<file path="src/rtl/sbox_share_ctrl.sv">
// Shares one byte-serial AES S-box between the round datapath (D, full state)
// and the key expansion (K, one word) with round-robin arbitration.
module sbox_share_ctrl #(
   parameter int DATA_BYTES = 16,
   parameter int KEY_BYTES  = 4
) (
   input  logic                    clk,
   input  logic                    rst_n,
   input  logic                    d_req_valid,
   output logic                    d_req_ready,
   input  logic [8*DATA_BYTES-1:0] d_in,
   output logic                    d_out_valid,
   input  logic                    d_out_ready,
   output logic [8*DATA_BYTES-1:0] d_out,
   input  logic                    k_req_valid,
   output logic                    k_req_ready,
   input  logic [8*KEY_BYTES-1:0]  k_in,
   output logic                    k_out_valid,
   input  logic                    k_out_ready,
   output logic [8*KEY_BYTES-1:0]  k_out,
   output logic                    busy
);

   localparam int IDX_W = (DATA_BYTES > 1) ? $clog2(DATA_BYTES) : 1;
   localparam logic [IDX_W-1:0] D_LAST = IDX_W'(DATA_BYTES - 1);
   localparam logic [IDX_W-1:0] K_LAST = IDX_W'(KEY_BYTES - 1);

   typedef enum logic [1:0] {
      IDLE = 2'd0,
      RUN  = 2'd1,
      HOLD = 2'd2
   } state_t;

   function automatic logic [7:0] xtime(input logic [7:0] a);
      return {a[6:0], 1'b0} ^ (a[7] ? 8'h1b : 8'h00);
   endfunction

   function automatic logic [7:0] gf_mul(input logic [7:0] a, input logic [7:0] b);
      logic [7:0] p;
      logic [7:0] x;
      p = 8'h00;
      x = a;
      for (int i = 0; i < 8; i++) begin
         if (b[i]) begin
            p = p ^ x;
         end else begin
            p = p;
         end
         x = xtime(x);
      end
      return p;
   endfunction

   // Multiplicative inverse as a^254; zero maps to zero naturally.
   function automatic logic [7:0] gf_inv(input logic [7:0] a);
      logic [7:0] x2, x3, x6, x12, x14, x15, x30, x60, x120, x240;
      x2   = gf_mul(a, a);
      x3   = gf_mul(x2, a);
      x6   = gf_mul(x3, x3);
      x12  = gf_mul(x6, x6);
      x14  = gf_mul(x12, x2);
      x15  = gf_mul(x12, x3);
      x30  = gf_mul(x15, x15);
      x60  = gf_mul(x30, x30);
      x120 = gf_mul(x60, x60);
      x240 = gf_mul(x120, x120);
      return gf_mul(x240, x14);
   endfunction

   function automatic logic [7:0] sub_byte(input logic [7:0] a);
      logic [7:0] b;
      b = gf_inv(a);
      return b ^ {b[6:0], b[7]} ^ {b[5:0], b[7:6]} ^ {b[4:0], b[7:5]}
               ^ {b[3:0], b[7:4]} ^ 8'h63;
   endfunction

   state_t                          state_r, state_n_s;
   logic [DATA_BYTES-1:0][7:0]      op_buf_r, op_buf_n_s;
   logic [DATA_BYTES-1:0][7:0]      res_r, res_n_s;
   logic [IDX_W-1:0]                idx_r, idx_n_s;
   logic                            served_k_r, served_k_n_s;
   logic                            prio_k_r, prio_k_n_s;
   logic                            d_out_valid_r, k_out_valid_r, busy_r;
   logic                            k_acc_s, d_acc_s, out_ready_s;
   logic [IDX_W-1:0]                last_idx_s;
   logic [7:0]                      sbox_out_s;

   assign k_req_ready = (state_r == IDLE) & (~d_req_valid | prio_k_r);
   assign d_req_ready = (state_r == IDLE) & (~k_req_valid | ~prio_k_r);
   assign k_acc_s     = k_req_valid & k_req_ready;
   assign d_acc_s     = d_req_valid & d_req_ready;
   assign last_idx_s  = served_k_r ? K_LAST : D_LAST;
   assign out_ready_s = served_k_r ? k_out_ready : d_out_ready;
   assign sbox_out_s  = sub_byte(op_buf_r[idx_r]);

   assign d_out       = res_r;
   assign k_out       = res_r[KEY_BYTES-1:0];
   assign d_out_valid = d_out_valid_r;
   assign k_out_valid = k_out_valid_r;
   assign busy        = busy_r;

   // Next-state, datapath and arbitration priority update.
   always_comb begin
      state_n_s    = state_r;
      op_buf_n_s   = op_buf_r;
      res_n_s      = res_r;
      idx_n_s      = idx_r;
      served_k_n_s = served_k_r;
      prio_k_n_s   = prio_k_r;
      case (state_r)
         IDLE: begin
            if (k_acc_s) begin
               state_n_s                   = RUN;
               op_buf_n_s                  = {DATA_BYTES{8'h00}};
               op_buf_n_s[KEY_BYTES-1:0]   = k_in;
               served_k_n_s                = 1'b1;
               idx_n_s                     = {IDX_W{1'b0}};
            end else if (d_acc_s) begin
               state_n_s    = RUN;
               op_buf_n_s   = d_in;
               served_k_n_s = 1'b0;
               idx_n_s      = {IDX_W{1'b0}};
            end else begin
               state_n_s = IDLE;
            end
         end
         RUN: begin
            res_n_s[idx_r] = sbox_out_s;
            idx_n_s        = idx_r + IDX_W'(1);
            if (idx_r == last_idx_s) begin
               state_n_s = HOLD;
            end else begin
               state_n_s = RUN;
            end
         end
         HOLD: begin
            // Hand the next tie to whichever requester was not just served.
            if (out_ready_s) begin
               state_n_s  = IDLE;
               prio_k_n_s = ~served_k_r;
            end else begin
               state_n_s = HOLD;
            end
         end
         default: begin
            state_n_s = IDLE;
         end
      endcase
   end

   // State, datapath and registered output flags.
   always_ff @(posedge clk or negedge rst_n) begin
      if (!rst_n) begin
         state_r       <= IDLE;
         op_buf_r      <= {DATA_BYTES{8'h00}};
         res_r         <= {DATA_BYTES{8'h00}};
         idx_r         <= {IDX_W{1'b0}};
         served_k_r    <= 1'b0;
         prio_k_r      <= 1'b1;
         d_out_valid_r <= 1'b0;
         k_out_valid_r <= 1'b0;
         busy_r        <= 1'b0;
      end else begin
         state_r       <= state_n_s;
         op_buf_r      <= op_buf_n_s;
         res_r         <= res_n_s;
         idx_r         <= idx_n_s;
         served_k_r    <= served_k_n_s;
         prio_k_r      <= prio_k_n_s;
         d_out_valid_r <= (state_n_s == HOLD) & ~served_k_n_s;
         k_out_valid_r <= (state_n_s == HOLD) & served_k_n_s;
         busy_r        <= (state_n_s != IDLE);
      end
   end

endmodule

</file>
<file path="config.mk">
export PLATFORM = sky130hd
export DESIGN_NAME = sbox_share_ctrl
export DESIGN_NICKNAME = d
export VERILOG_FILES = /design/src/rtl/sbox_share_ctrl.sv
export SDC_FILE = /design/constraint.sdc
export NUM_CORES = 1
export LEC_CHECK = 0
export ABC_CLOCK_PERIOD_IN_PS = 20400
export CAP_MARGIN = 25
export CORE_MARGIN = 5
export CORE_UTILIZATION = 52
export CTS_CLUSTER_SIZE = 30
export DETAILED_ROUTE_END_ITERATION = 16
export PLACE_DENSITY = 0.77
export SYNTH_ARGS = -nofsm -noshare
export SYNTH_HDL_FRONTEND = slang
export SYNTH_SLANG_ARGS = --single-unit
</file>
<file path="constraint.sdc">
create_clock -name clk -period 20.4 [get_ports clk]
set_input_delay 4.08 -clock clk [delete_from_list [all_inputs] [get_ports clk]]
set_output_delay 4.08 -clock clk [all_outputs]
set_load 0.01 [all_outputs]
</file>
* Yosys cells after proc, flatten, opt, wreduce, memory -nomap -nowiden
Index checks and enable logic that the tools add are counted.
** Cells by class
- Order comparisons :: 2
- Bitwise gates (word level) :: 165
- Add/sub/neg operators :: 1
- Reduce and logical (&&, ||, !) cells :: 8
- Multiplexer cells :: 178
- Equal/unequal tests :: 5
** Operator list (number)
- $mux W8 :: 90
- $xor A8 B8 Y8 :: 81
- $xor A8 B5 Y8 :: 70
- $mux W5 :: 70
- $mux W128 :: 2
- $bwmux W128 :: 1
- $bmux W8 S4 :: 1
- $demux W8 S4 :: 1
- $mux W4 :: 3
- $pmux W4 S2 :: 1
- $and A1 B1 Y1 :: 6
- $mux W1 :: 6
- $pmux W2 S3 :: 1
- $reduce_and A2 Y1 :: 3
- $reduce_bool A2 Y1 :: 3
- $lt A4 B5 Y1 const B :: 1
- $not A1 Y1 :: 5
- $add A4 B1 Y4 const B :: 1
- $eq A2 B2 Y1 const B :: 2
- $eq A4 B4 Y1 :: 1
- $ge A4 B1 Y1 const B :: 1
- $mux W2 :: 2
- $not A4 Y4 :: 1
- $ne A3 B3 Y1 const B :: 1
- 4 further kinds :: 5
** Storage, ports and cells
- Bits of input ports :: 166
- Logic and storage cells :: 398
- Bits in registers :: 267
- Output and inout port bits :: 165

* Logic depth before layout (Yosys ltp)
- Depth after elaboration :: 168
- Gate-level depth with buffers :: 80
- Mapped depth without buffers :: 70

* Worst setup path before layout
Ideal clock, no wire load.
- Kind :: flip-flop to flip-flop
- Start :: reg idx_r[0]
- End :: reg res_r (netlist bit d_out[50])
- Arrival :: 18290 ps
- Clock period less this slack :: 18421 ps
- Setup time :: 131 ps
- Data required time :: 20269 ps
- Path slack :: 1979 ps
- Stages on the path, launching flop included :: 78
- Buffers on the path :: 11
- Path through :: dfrtp_1 -> buf_6 -> buf_8 -> mux4_2 -> mux2i_4 -> nand2_1 -> nand2_1 -> clkbuf_1 -> inv_1 -> ha_1 -> clkbuf_1 -> xor3_1 -> o22a_2 -> xnor2_4 -> xnor2_1 -> xnor3_1 -> nor2_1 -> xnor2_1 -> [42 not listed] -> ha_1 -> xor2_1 -> xnor2_1 -> xnor2_1 -> nor2_1 -> xnor2_1 -> xnor2_1 -> xnor2_1 -> xnor2_1 -> nor2_1 -> xnor3_1 -> xor2_1 -> xnor2_1 -> xor2_1 -> xnor3_1 -> xor2_1 -> buf_4 -> o21ai_1
** Between the ends
- Cells in the longest elaborated chain, start to end :: 161
- Elaborated cells on any way between the ends :: 317
- Classes of those cells :: 2 x order compare; 163 x mux; 151 x bitwise; 1 x reduce/logical
** RTL lines
- from (decl) :: RTL line 80 : logic [IDX_W-1:0] idx_r, idx_n_s;
- from (signal assigned) :: RTL line 157 : idx_r <= {IDX_W{1'b0}};
- from (signal assigned) :: RTL line 167 : idx_r <= idx_n_s;
- $bmux W8 S4 :: RTL line 94 : assign sbox_out_s = sub_byte(op_buf_r[idx_r]);
- $mux W8 (implied by the code) :: RTL line 94
- $mux W5, or another cell as far along :: RTL line 35 : return {a[6:0], 1'b0} ^ (a[7] ? 8'h1b : 8'h00);
- $xor A8 B5 Y8 / $xor A8 B8 Y8 (equally long branches) :: RTL line 35, 45
- $xor A8 B8 Y8 / $mux W8 (equally long branches) :: RTL line 45, 44
- $mux W8 / $xor A8 B8 Y8 (equally long branches) :: RTL line 44, 45
- $xor A8 B8 Y8 / $mux W8 (equally long branches) :: RTL line 45, 44
- $mux W8 / $xor A8 B8 Y8 (equally long branches) :: RTL line 44, 45
- [143 not listed]
- $mux W8 :: RTL line 44 : if (b[i]) begin
- $xor A8 B8 Y8 :: RTL line 45 : p = p ^ x;
- $mux W8 :: RTL line 44
- $xor A8 B8 Y8 :: RTL line 45
- $mux W8 :: RTL line 44
- $xor A8 B8 Y8 (3 in a row) :: RTL line 73 : return b ^ {b[6:0], b[7]} ^ {b[5:0], b[7:6]} ^ {b[4:0], b[7:5]}
- $xor A8 B8 Y8 :: RTL line 74 : ^ {b[3:0], b[7:4]} ^ 8'h63;
- $bwmux W128 * :: RTL line 128 : res_n_s[idx_r] = sbox_out_s;
- to (signal assigned) :: RTL line 156 : res_r <= {DATA_BYTES{8'h00}};
- to (signal assigned) :: RTL line 166 : res_r <= res_n_s;
- to (decl) :: RTL line 79 : logic [DATA_BYTES-1:0][7:0] res_r, res_n_s;
Mark *: on every way between the ends. The rest lies on a longest branch, timed or not. The select of a mux whose other input is x is not followed.
A chain may end at the register's enable or synchronous reset.

* Worst setup path after layout
- Start :: reg idx_r[1]
- End :: reg res_r (netlist bit d_out[120])
** Between the ends
- Cells in the longest elaborated chain, start to end :: 162
- Elaborated cells on any way between the ends :: 318
- Classes of those cells :: 2 x order compare; 163 x mux; 152 x bitwise; 1 x reduce/logical
** RTL lines (RTL line)
- $bmux W8 S4 :: 94
- $mux W8 (implied by the code) :: 94
- $mux W5, or another cell as far along :: 35
- $xor A8 B5 Y8 / $xor A8 B8 Y8 (equally long branches) :: 35, 45
- $xor A8 B8 Y8 / $mux W8 (equally long branches) :: 45, 44
- $mux W8 / $xor A8 B8 Y8 (equally long branches) :: 44, 45
- $xor A8 B8 Y8 / $mux W8 (equally long branches) :: 45, 44
- $mux W8 / $xor A8 B8 Y8 (equally long branches) :: 44, 45
- [144 not listed]
- $xor A8 B8 Y8 :: 45
- $mux W8 :: 44
- $xor A8 B8 Y8 :: 45
- $mux W8 :: 44
- $xor A8 B8 Y8 (3 in a row) :: 73
- $xor A8 B8 Y8 :: 74
- $not A4 Y4 (no source line)
- $bwmux W128 * :: 128
Marked as above.

==> results.toml <==
[logic_synthesis]
synth_cell_types = 114
ys_seq_elements = 267
ys_top_cells_by_area = "dfrtp_1 (29%), xnor2_1 (9.8%), nand2_1 (6.0%)"
yosys.area.top_type = "dfrtp_1"
ys_seq_area_frac = 0.292
synthArstFlopShare = 1.00
synth_edf_count = 0
syn-num-nets = 2721
syn_inst = 2544
yosysMostFrequentCell = "nand2_1"
synth_top_area_frac = 0.291
synth_area_per_cell_um2 = 8.99
netlist_top_cells_count = "nand2_1 (366), dfrtp_1 (266), xnor2_1 (256), nor2_1 (249), o21ai_1 (131)"
yosysWarningCount = 0
syn_area_um2 = 22900
synth_ff_type = "dfrtp_1"

[clock_network]
cts_tree = "built"
cts_buffers = 25
cts_buffer_depth = 3
h-tree-depth = 1
clock-sinks = 267
clk_pin_slew_ns = 0.07
clockRootBuffer = "clkbuf_16"
clk_latency_ns = 0.55
holdBufCountCts = 0

[sta]
fin_tns_setup_ns = 0
finalClockSkew_ns = 0.0186
worst_pin_slew_ns = 1.02
hold_ws_ns = 0.488
clock.fmax_ghz = 0.0524
post-route-period-util = 0.936
period_needed_ns = 19.09
finalHoldViolations = 0
relSlewSlack = 0.317
setup_viol = 0
drv_slew = 0
setup_ws_ns = 1.31

[run]
drv_cap = 0

[die]
initial_core_util = 0.529
die_area_um2 = 48300
ioPinCount = 331
coreArea_um2 = 43300
die-width_um = 220
die_h_um = 220
rows = 76

[worst_setup_path]
crit_path_start = "idx_r[1]"
rrSetupSlack_ns = 1.31
start_kind = "register"
critPathCaptureType = "register"
cp_data_arrival_time_ns = 19.50
path_class = "register to register"
critPathMostFrequentCell = "xnor2_1"
required_ns = 20.80
cpMaxStageDelayCell = "xnor3_1"
crit_end = "d_out[120]"
reg2regPathDepth = 67
crit_fanout = 16
crit_path_max_incr_delay_ns = 0.83
timing.rr.start = "idx_r[1]"
r2r-end = "d_out[120]"

[detailed_routing]
route.detailed.drc = 0
drtPass1Iterations = 6
wl_per_cell_um = 22.4
routed_wl_um = 76300
drt_iter0_drc = 2077
vias = 20700
via_per_inst = 6.08
ant_nets = 0

[layout]
layout.nets = 2980
multiInputGateArea_um2 = 15200
seqCellArea_um2 = 6690
final_cell_area_um2 = 27800
post_route_cells_drive_above_1_share = 0.112
fill_cells = 3576
area_growth_pct = 21.3

[status]
status = "finished, final reports clean"

[place]
place_ws_ns = 0.547
dp_hpwl_um = 57200
postPlaceCellArea_um2 = 26600
io_buffers = 330
gp_congestion = 0.961

[global_routing]
grt_pass1_wl_um = 118000
first_global_vias = 20300
antenna_found_initial = 5
grt_start_max_net_pins = 113
overflow = 0
grtUsageTotal = 0.306

[min_path]
min_path_type = "register to register"
routing by layer:
metal	vias up	global-route usage	part of all wire
met3	163	0.0536	0.083
met5	-	0	0.00017
met2	1006	0.507	0.48
met1	10100	0.409	0.40
li1	9486	-	-
met4	2	0.100	0.039
layout make-up:
| type | instances | area share |
|---|---|---|
| multi-input cells | 2046 | 0.547 |
| flip-flops and latches | 267 | 0.241 |
| clock buffers | 34 | 0.0248 |
| repair buffers | 429 | 0.148 |
| clock inverters | 11 | 0.00726 |
| inverters | 34 | 0.00469 |
| well taps | 585 | 0.0264 |
| diodes | 4 | 0.000361 |
logic make-up (layout without fill, tap and decap cells):
family                     Yosys count  count (layout)  synth area share
xor gates and xnor gates           442             442             0.236
AOI/OAI and AO/OA                  632             632             0.187
buffers and inverters              231             508            0.0495
other                                0               4                 0
and+or+nand+nor                    858             858             0.165
DFF                                267             267             0.292
adders and majority gates           11              11           0.00601
muxes                              103             103            0.0642
how the worst min path moves through the flow:
| stage | endpoint | depth (start not counted) | startpoint | slack, ns |
|---|---|---|---|---|
| after floorplan | op_buf_r[88] | 1 | op_buf_r[88] | 0.46 |
| final | d_out[86] | 2 | d_out[86] | 0.49 |
| after global placement | d_out[97] | 2 | d_out[97] | 0.47 |
| after CTS | d_out[42] | 2 | d_out[42] | 0.49 |
| after detailed placement | d_out[86] | 2 | d_out[86] | 0.47 |
| after global routing | op_buf_r[121] | 1 | op_buf_r[121] | 0.50 |
flip-flops by register name, summed over array words and instances, names as in the netlist:
| name | count |
|---|---|
| d_out | 128 |
| prio_k_r | 1 |
| served_k_r | 1 |
| d_out_valid | 1 |
| busy | 1 |
| idx_r | 4 |
| k_out_valid | 1 |
| state_r | 2 |
| op_buf_r | 128 |
placed cells by master (no fill, tap or decap), drive strengths merged, types with 12 or more instances in the layout:
cell type	Yosys	routed
clkdlybuf4s50	0	329
a22oi	12	12
o21ai	213	213
a211oi	19	19
xnor3	65	65
nand2	368	368
o211ai	19	19
a31oi	51	51
mux4	30	30
clkbuf	101	34
a221oi	15	15
mux2	14	14
nand3	60	60
nor2	258	258
dfrtp	266	266
xor2	74	74
buf	96	100
and2	18	18
inv	32	34
and3	16	16
nor3	49	49
nor2b	17	17
a22o	103	103
o22ai	16	16
xnor2	294	294
mux2i	59	59
a21oi	86	86
critical path, delay by kind of cell (launching register included):
kind	cells	cell delay, ns
buffers and inverters	9	1.72
AO/OA/AOI/OAI	3	0.59
flip-flops	1	0.69
XOR/XNOR	34	10.39
AND/OR/NAND/NOR	9	1.61
multiplexers	6	1.46
adder cells (fa/ha/maj)	6	2.45
stage by stage:
stage          cells   util
6_report        3410  0.642
5_1_grt         3410  0.642
4_1_cts         3397  0.636
3_5_place_dp    3352  0.616
3_3_place_gp    3351  0.615
2_1_floorplan   2544      -
what timing repair did:
action | 4_1_cts | 5_1_grt
resized for setup | 0 | 17
setup endpoints to repair | 0 | 128
setup buffers | 0 | 5
Power is not shown: default switching activity piles up to over one toggle a cycle in this logic, so the estimate is an artifact.
